==> src/rtl/uart_msg_pkg.sv <==
// Shared types, message indices and ASCII templates for the tic-tac-toe console printer.
// msg_byte() is the single source of template text; the ROM wraps it.
package uart_msg_pkg;

  typedef enum logic [1:0] {
    IDLE,
    SEND,
    GAP
  } state_t;

  localparam int unsigned MSG_RESULT_WIN  = 0;
  localparam int unsigned MSG_RESULT_DRAW = 1;
  localparam int unsigned MSG_TURN        = 2;
  localparam int unsigned MSG_ILLEGAL     = 3;

  localparam logic [7:0] CH_NUL = 8'h00;
  localparam logic [7:0] CH_ARG = 8'h01;

  // Every template is padded with NULs to this width, so index 0 is the leftmost byte.
  localparam int unsigned TPL_BYTES = 24;

  function automatic logic [7:0] hex_ascii(input logic [3:0] v);
    return (v < 4'd10) ? (8'h30 + {4'h0, v}) : (8'h37 + {4'h0, v});
  endfunction

  function automatic logic [7:0] msg_byte(input int unsigned sel, input int unsigned idx);
    logic [8*TPL_BYTES-1:0] tpl;
    case (sel)
      MSG_RESULT_WIN:  tpl = {"Game End: P", CH_ARG, " Win", 8'h0d, 8'h0a, {6{CH_NUL}}};
      MSG_RESULT_DRAW: tpl = {"Game End: Draw", 8'h0d, 8'h0a, {8{CH_NUL}}};
      MSG_TURN:        tpl = {"Turn: P", CH_ARG, 8'h0d, 8'h0a, {14{CH_NUL}}};
      MSG_ILLEGAL:     tpl = {"Illegal move", 8'h0d, 8'h0a, {10{CH_NUL}}};
      default:         tpl = '0;
    endcase
    if (idx >= TPL_BYTES) begin
      return CH_NUL;
    end
    tpl = tpl << (8 * idx);
    return tpl[8*TPL_BYTES-1 -: 8];
  endfunction

endpackage

==> src/rtl/uart_msg_rom.sv <==
// Combinational template store: (sel, idx) -> template byte.
// Kept as its own block so it can later be swapped for a registered BRAM.
module uart_msg_rom #(
  parameter int SEL_W = 2,
  parameter int IDX_W = 5
) (
  input  logic [SEL_W-1:0] sel,
  input  logic [IDX_W-1:0] idx,
  output logic [7:0]       data
);
  import uart_msg_pkg::*;

  always_comb begin
    data = msg_byte(32'(sel), 32'(idx));
  end

endmodule

==> src/rtl/uart_msg_printer.sv <==
// Streams one NUL-terminated template to the UART TX, replacing CH_ARG bytes with
// the captured argument as a hex digit; supports abort and flags bad selects.
module uart_msg_printer
  import uart_msg_pkg::*;
#(
  parameter int NUM_MSG = 4,
  parameter int MAX_LEN = 24,
  localparam int SEL_W = (NUM_MSG > 1) ? $clog2(NUM_MSG) : 1,
  localparam int IDX_W = $clog2(MAX_LEN + 1)
) (
  input  logic             clk,
  input  logic             reset,
  input  logic             req,
  input  logic [SEL_W-1:0] msg_sel,
  input  logic [3:0]       arg,
  input  logic             abort,
  output logic             ready,
  output logic             done,
  output logic             err,
  output logic             uart_wr,
  output logic [7:0]       uart_d,
  input  logic             uart_ready
);

  localparam logic [SEL_W:0]   NUM_MSG_W = (SEL_W + 1)'(NUM_MSG);
  localparam logic [IDX_W-1:0] IDX_MAX   = IDX_W'(MAX_LEN);

  state_t           state, state_n;
  logic [SEL_W-1:0] sel_q, sel_n;
  logic [3:0]       arg_q, arg_n;
  logic [IDX_W-1:0] idx_q, idx_n;
  logic             invalid_q, invalid_n;
  logic             done_n, err_n, wr_n;
  logic [7:0]       d_n;
  logic [7:0]       rom_byte;

  uart_msg_rom #(
    .SEL_W(SEL_W),
    .IDX_W(IDX_W)
  ) u_rom (
    .sel (sel_q),
    .idx (idx_q),
    .data(rom_byte)
  );

  assign ready = (state == IDLE) && !reset;

  always_ff @(posedge clk or posedge reset) begin
    if (reset) begin
      state     <= IDLE;
      sel_q     <= '0;
      arg_q     <= '0;
      idx_q     <= '0;
      invalid_q <= 1'b0;
      done      <= 1'b0;
      err       <= 1'b0;
      uart_wr   <= 1'b0;
      uart_d    <= 8'h00;
    end else begin
      state     <= state_n;
      sel_q     <= sel_n;
      arg_q     <= arg_n;
      idx_q     <= idx_n;
      invalid_q <= invalid_n;
      done      <= done_n;
      err       <= err_n;
      uart_wr   <= wr_n;
      uart_d    <= d_n;
    end
  end

  // A rejected select finishes before abort is considered, so err always
  // accompanies its done pulse; otherwise abort beats emit, and the length
  // cap is checked before the template byte so idx never wraps.
  always_comb begin
    state_n   = state;
    sel_n     = sel_q;
    arg_n     = arg_q;
    idx_n     = idx_q;
    invalid_n = invalid_q;
    done_n    = 1'b0;
    err_n     = 1'b0;
    wr_n      = 1'b0;
    d_n       = uart_d;
    case (state)
      IDLE: begin
        if (req) begin
          sel_n     = msg_sel;
          arg_n     = arg;
          idx_n     = '0;
          invalid_n = ({1'b0, msg_sel} >= NUM_MSG_W);
          state_n   = SEND;
        end
      end
      SEND: begin
        if (invalid_q) begin
          done_n  = 1'b1;
          err_n   = 1'b1;
          state_n = IDLE;
        end else if (abort) begin
          done_n  = 1'b1;
          state_n = IDLE;
        end else if (uart_ready) begin
          if ((idx_q == IDX_MAX) || (rom_byte == CH_NUL)) begin
            done_n  = 1'b1;
            state_n = IDLE;
          end else begin
            wr_n    = 1'b1;
            d_n     = (rom_byte == CH_ARG) ? hex_ascii(arg_q) : rom_byte;
            idx_n   = idx_q + IDX_W'(1);
            state_n = GAP;
          end
        end
      end
      GAP: begin
        if (abort) begin
          done_n  = 1'b1;
          state_n = IDLE;
        end else begin
          state_n = SEND;
        end
      end
      default: state_n = IDLE;
    endcase
  end

endmodule

==> config.mk <==
export PLATFORM = sky130hd
export DESIGN_NAME = uart_msg_printer
export DESIGN_NICKNAME = d
export VERILOG_FILES = /design/src/rtl/uart_msg_pkg.sv /design/src/rtl/uart_msg_rom.sv /design/src/rtl/uart_msg_printer.sv
export SDC_FILE = /design/constraint.sdc
export NUM_CORES = 1
export LEC_CHECK = 0
export ABC_AREA = 1
export BUFFER_PORTS_ARGS = -buffer_cell sky130_fd_sc_hd__buf_4
export CAP_MARGIN = 0
export CORE_ASPECT_RATIO = 0.75
export CORE_MARGIN = 2
export CORE_UTILIZATION = 48
export CTS_BUF_LIST = sky130_fd_sc_hd__clkbuf_2 sky130_fd_sc_hd__clkbuf_4 sky130_fd_sc_hd__clkbuf_8
export DETAILED_ROUTE_END_ITERATION = 8
export GPL_ROUTABILITY_DRIVEN = 1
export GPL_TIMING_DRIVEN = 1
export PLACE_DENSITY = 0.67
export SYNTH_ARGS = -nofsm -noshare
export SYNTH_HDL_FRONTEND = slang
export SYNTH_SLANG_ARGS = --single-unit
==> constraint.sdc <==
create_clock -name clk -period 2.4 [get_ports clk]
set_clock_uncertainty 0.1 [all_clocks]
set_input_delay 0.36 -clock clk [delete_from_list [all_inputs] [get_ports clk]]
set_output_delay 0.36 -clock clk [all_outputs]
set_load 0.1 [all_outputs]
; Yosys cells after proc, flatten, opt, wreduce, memory -nomap -nowiden
; Cells that the tools add are included.
[word_totals]
register_bits = 23
in_bits = 11
[classes]
n_bitwise = 2
shifts = 1
order_cmp = 2
reduce_logical = 11
muxes = 26
add_sub_neg = 3
n_eq_ne = 12
[op_table]
columns = cell, n
row1 = case mux 192 bit (4 select lines), 1
row2 = left shift 192 x 8 -> 192 bit, 1
row3 = 2-to-1 mux 8 bit, 3
row4 = 2-to-1 mux 5 bit, 4
row5 = adder 6 x 4 -> 7 bit (first input constant), 2
row6 = 2-to-1 mux 1 bit, 10
row7 = case mux 5 bit (2 select lines), 1
row8 = equality test 8 x 1 -> 1 bit (second input constant), 1
row9 = zero test 8 bit, 1
row10 = 2-to-1 mux 2 bit, 4
row11 = != test 2 bit (second input constant), 4
row12 = 2-to-1 mux 7 bit, 1
row13 = equality test 2 bit (second input constant), 3
row14 = case mux 2 bit (3 select lines), 1
row15 = adder 5 x 1 -> 5 bit (second input constant), 1
row16 = equality test 5 bit (second input constant), 1
row17 = greater-or-equal comparator 5 bit (second input constant), 1
row18 = AND reduction 5 bit, 1
row19 = equality test 2 x 1 -> 1 bit (second input constant), 2
row20 = zero test 2 bit, 2
row21 = < comparator 4 bit (second input constant), 1
row22 = AND reduction 2 bit, 2
row23 = AND reduction 4 bit, 1
row24 = != test 3 bit (second input constant), 1
row25 = 6 further kinds, 7

; Depth between registers and ports, before layout
[depth]
word_depth = 10
mapped_depth = 19

; By module
; From an unflattened synthesis, not the netlist that was laid out.
[hier_totals]
cells_unflattened = 323
area_unflattened_um2 = 2109.5
[by_module_without_submodules]
columns = module, instances, cells_per_inst, area_each_um2
row1 = uart_msg_printer, 1, 166, 1336.3
row2 = uart_msg_rom, 1, 157, 773.2

; Worst setup path after synthesis
; OpenSTA, ideal clock, no wires.
[synth_path]
path_type = register -> output
from = reg state[0]
to = out ready
setup_slack_ns = -0.037
arrival_ns = 1.977
stages_incl_launch_ff = 5
n_path_buf = 0
path_cell_list = dfrtp_1 inv_1 ha_1 inv_1 nor2_1
[synth_via]
elab_chain_cells = 2
[synth_lines]
columns = element, line_no
row1 = start: declaration, uart_msg_printer.sv:28  ; state_t state, state_n;
row2 = start signal: assignment, uart_msg_printer.sv:60  ; state <= state_n;
row3 = zero test 2 bit, uart_msg_printer.sv:46  ; assign ready = (state == IDLE) && !reset;
row4 = logical AND 1 bit, uart_msg_printer.sv:46
row5 = end: declaration, uart_msg_printer.sv:17  ; output logic ready,
; No other way between the ends.

; Worst setup path in the final report
[layout_path]
from = reg sel_q[0]
to = reg idx_q[3]
[layout_via]
elab_chain_cells = 8
elab_cells_between_ends = 11
cone_classes = eq/ne (4) / shift (1) / mux (2) / reduce/logical (4)
[layout_lines]
columns = element, line_no
row1 = start: declaration, uart_msg_printer.sv:29  ; logic [SEL_W-1:0] sel_q, sel_n;
row2 = start signal: assignment, uart_msg_printer.sv:61  ; sel_q <= sel_n;
row3 = equality test 2 bit (tied with other cells), uart_msg_pkg.sv:28  ; case (sel)
row4 = case mux 192 bit (4 select lines) *, uart_msg_pkg.sv:28
row5 = left shift 192 x 8 -> 192 bit *, uart_msg_pkg.sv:38  ; tpl = tpl << (8 * idx);
row6 = 2-to-1 mux 8 bit *, uart_msg_pkg.sv:38
row7 = zero test 8 bit *, uart_msg_printer.sv:104  ; if ((idx_q == IDX_MAX) || (rom_byte == CH_NUL)) begin
row8 = logical OR 1 bit *, uart_msg_printer.sv:104
row9 = != test 2 bit (no source line) *, -
row10 = AND reduction 5 bit (no source line) *, -
row11 = end signal: assignment, uart_msg_printer.sv:63  ; idx_q <= idx_n;
row12 = end: declaration, uart_msg_printer.sv:31  ; logic [IDX_W-1:0] idx_q, idx_n;
; Every way passes the cells marked *; elsewhere a longest branch is shown, timed or not. The select of a mux whose other input is x is not followed.
; A chain may end at the register's enable or synchronous reset.

==> results.sh <==
export IMPL_yosysTopAreaCell="dfrtp_1"
export IMPL_netlist_area_um2=2170
export IMPL_gp_congestion=0.914
export IMPL_intPower_w=0.00155
export IMPL_yosys_area_share_adder_pct=12.1
export IMPL_yosys_top_cells_area="dfrtp_1 25%, nand2_1 19%, ha_1 12%"
export IMPL_htreeDepth=1
export IMPL_cts_root_buf="clkbuf_8"
export IMPL_grt_max_degree=23
export IMPL_port_buffers=20
export IMPL_synth_compound_area_share_pct=11.9
export IMPL_share_comb_of_total_power_pct=72.4
export IMPL_synthArstFlopShare_pct=100
export IMPL_synth_edff_count=0
export IMPL_total_power_w=0.00353
export IMPL_synth_simple_gate_area_share_pct=37.0
export IMPL_initial_core_util_pct=49.4
export IMPL_synthDistinctLibCells=32
export IMPL_synth_warnings=0
export IMPL_clock_sinks=22
export IMPL_clockBufferDepth=2
export IMPL_critPathCaptureType="flip-flop"
export IMPL_regToRegSetupSlack_ps=110
export IMPL_clk_latency_ps=260
export IMPL_holdBufCountCts=0
export IMPL_instances_no_fill=418
export IMPL_outcome="completed"
export IMPL_placementRows=21
export IMPL_grt_antenna_before_repair=0
export IMPL_drt_wl_total_um=5460
export IMPL_cp_required_ps=2490
export IMPL_wire_per_inst_um=13.1
export IMPL_fmax_mhz=437
export IMPL_grt_pass1_vias=1900
export IMPL_nNetsFinal=394
export IMPL_clkTransAtPathRegs_ps=80
export IMPL_p_per_area_nw_per_um2=1370
export IMPL_dp_final_hpwl_um=4050
export IMPL_final_layout_size_suffix_gt1_share_pct=21.3
export IMPL_synthCells=332
export IMPL_synth_common_cells="111 x nand2_1, 36 x inv_1, 32 x nor2_1, 29 x nand3_1, 23 x a21oi_1"
export IMPL_setup_viol=0
export IMPL_synth_area_per_cell_um2=6.52
export IMPL_synth_xor_area_share_pct=0.404
export IMPL_drt_iter0_drc=236
export IMPL_dp_cells=406
export IMPL_synth_top_family_by_area="simple AND/OR/NAND/NOR gates"
export IMPL_yosysSeqAreaShare_pct=25.4
export IMPL_path_max_fanout=10
export IMPL_yosysTopAreaCellShare_pct=25.4
export IMPL_slew_headroom_pct=41.9
export IMPL_period_needed_ps=2290
export IMPL_drv_slew=0
export IMPL_drt_pass1_iterations=5
export IMPL_grt_usage_pct=21.9
export IMPL_tightest_slew_ps=870
export IMPL_io_pins=23
export IMPL_cts_tree="built"
export IMPL_critPathKind="flip-flop to flip-flop"
export IMPL_vias_per_cell=5.26
export IMPL_finalCritPeriodShare_pct=95.4
export IMPL_irDropWorstVdd_mv=0.798
export IMPL_die_w_um=81.6
export IMPL_p_switching_w=0.00198
export IMPL_drv_cap=0
export IMPL_die_h_um=62.2
export IMPL_pwr_share_clk_pct=9.8
export IMPL_muxShareOfSynthArea_pct=0
export IMPL_ant_nets=0
export IMPL_dieArea_um2=5070
export IMPL_vias=2198
export IMPL_leakagePower_nw=1.33
export IMPL_diodes=0
export IMPL_overflow=0
export IMPL_critPathLaunchType="flip-flop"
export IMPL_ys_ff_latch=22
export IMPL_final_hold_viol_count=0
export IMPL_swShare_pct=56.1
export IMPL_yosysMostFrequentCell="nand2_1"
export IMPL_area_delta_synth_final_pct=18.7
export IMPL_core_area_um2=4390
export IMPL_hp_class="primary input to asynchronous set/reset pin"
export IMPL_grt_pass1_wl_um=8830
export IMPL_seqPwrFrac_pct=17.8
export IMPL_arrival_ps=2380
export IMPL_ys_flop_type="dfrtp_1"
export IMPL_drc=0
export IMPL_cts_buffers=3
## what timing repair did
item / CTS / global route
pin swaps: 0 / 3
setup endpoints to repair: 7 / 15
resized for setup: 1 / 29
buffers inserted: 0 / 8
## metal layers
layer	up-vias	global-route usage (%)	wire length [µm]	part of all wire [%]
li1	1107	-	-	-
met1	990	35.3	2740	50
met2	93	30.7	2300	42
met3	8	3.49	356	6.5
met4	0	3.39	59	1.1
met5	-	0	0	0
## power by group through the flow
stage / sequential (W) / clock [W] / combinational [W]
after floorplan: 0.00106 / 0 / 0.00134
after global placement: 0.000608 / 0 / 0.00228
after detailed placement: 0.000619 / 0 / 0.00227
after CTS: 0.000614 / 0.000357 / 0.00228
after global routing: 0.000650 / 0.000377 / 0.00280
final: 0.000629 / 0.000346 / 0.00255
## cell families (layout without fill, tap and decap cells)
logic type	after synthesis	after routing
xor gates and xnor gates	1	1
other	1	2
adders and majority gates	21	21
buffers and inverters	54	82
AOI/OAI and AO/OA	47	47
and+or+nand+nor	186	186
DFF	22	22
## area by class of cell
type                       instances  area, µm²
clock buffer                       3       41.3
clock inverter                     1       30.0
fill                             423       1820
inverter                          40        160
multi-input combinational        257       1420
sequential                        22        553
tap                               57       71.3
timing repair buffer              38        293
## placed cells by master (no fill, tap or decap), drive strengths merged
| cell type | netlist | layout |
|---|---|---|
| dfrtp | 22 | 22 |
| clkinv | 0 | 1 |
| clkbuf | 1 | 3 |
| nor2 | 36 | 36 |
| buf | 13 | 38 |
| xor2 | 1 | 1 |
| conb | 1 | 2 |
| a21boi | 1 | 1 |
| nand2 | 113 | 113 |
| nand3 | 32 | 32 |
| a2111oi | 1 | 1 |
| nand4 | 3 | 3 |
| a21oi | 25 | 25 |
| o21a | 1 | 1 |
| ha | 21 | 21 |
| inv | 40 | 39 |
| bufinv | 0 | 1 |
| nand3b | 2 | 2 |
| o21ai | 17 | 17 |
| o22ai | 2 | 2 |
## per-stage QoR
stage | utilization [%] | hold WS (ps) | cell area (µm²) | setup slack, ps | TNS, ps
6_report | 58.6 | 191 | 2570 | 110 | 0
5_1_grt | 58.6 | 251 | 2570 | -21.6 | -141
4_1_cts | 54.9 | 218 | 2410 | 20.9 | 0
3_5_place_dp | 53.3 | 369 | 2340 | -18.1 | -34.5
3_3_place_gp | 53.3 | 366 | 2340 | 28.2 | 0
2_1_floorplan | - | 249 | 2170 | 241 | 0
## registers in the layout, indices dropped and copies added, names as in the netlist
signal and flops:
uart_wr 1, uart_d 7, done 1, idx_q 5, arg_q 4, sel_q 2
state 2
## worst paths after layout
check,start,end,cells after the start
setup / recovery,sel_q[0]$_DFFE_PP0P_,idx_q[3]$_DFFE_PP0P_,14
hold / removal,reset,state[1]$_DFFE_PP0P_,2
hold reg to reg,uart_d[3]$_DFFE_PP0P_,uart_d[3]$_DFFE_PP0P_,2
max in group asynchronous,reset,sel_q[0]$_DFFE_PP0P_,2
setup reg to reg,sel_q[0]$_DFFE_PP0P_,idx_q[3]$_DFFE_PP0P_,14
min in group clk,arg[2],arg_q[2]$_DFFE_PP0P_,3
## critical path, stage by stage, from the launching register on
cell and delay (ps):
dfrtp_2 480, clkinv_4 120, ha_2 340, nand2_1 50, nand2_1 60, a21oi_1 60, o21ai_1 160, buf_4 150
nand3_2 90, nor2_4 140, buf_4 140, nand3_4 80, nand2_8 110, nand2_1 50, o21ai_1 90
No activity file was read; power rests on OpenSTA's default activity.
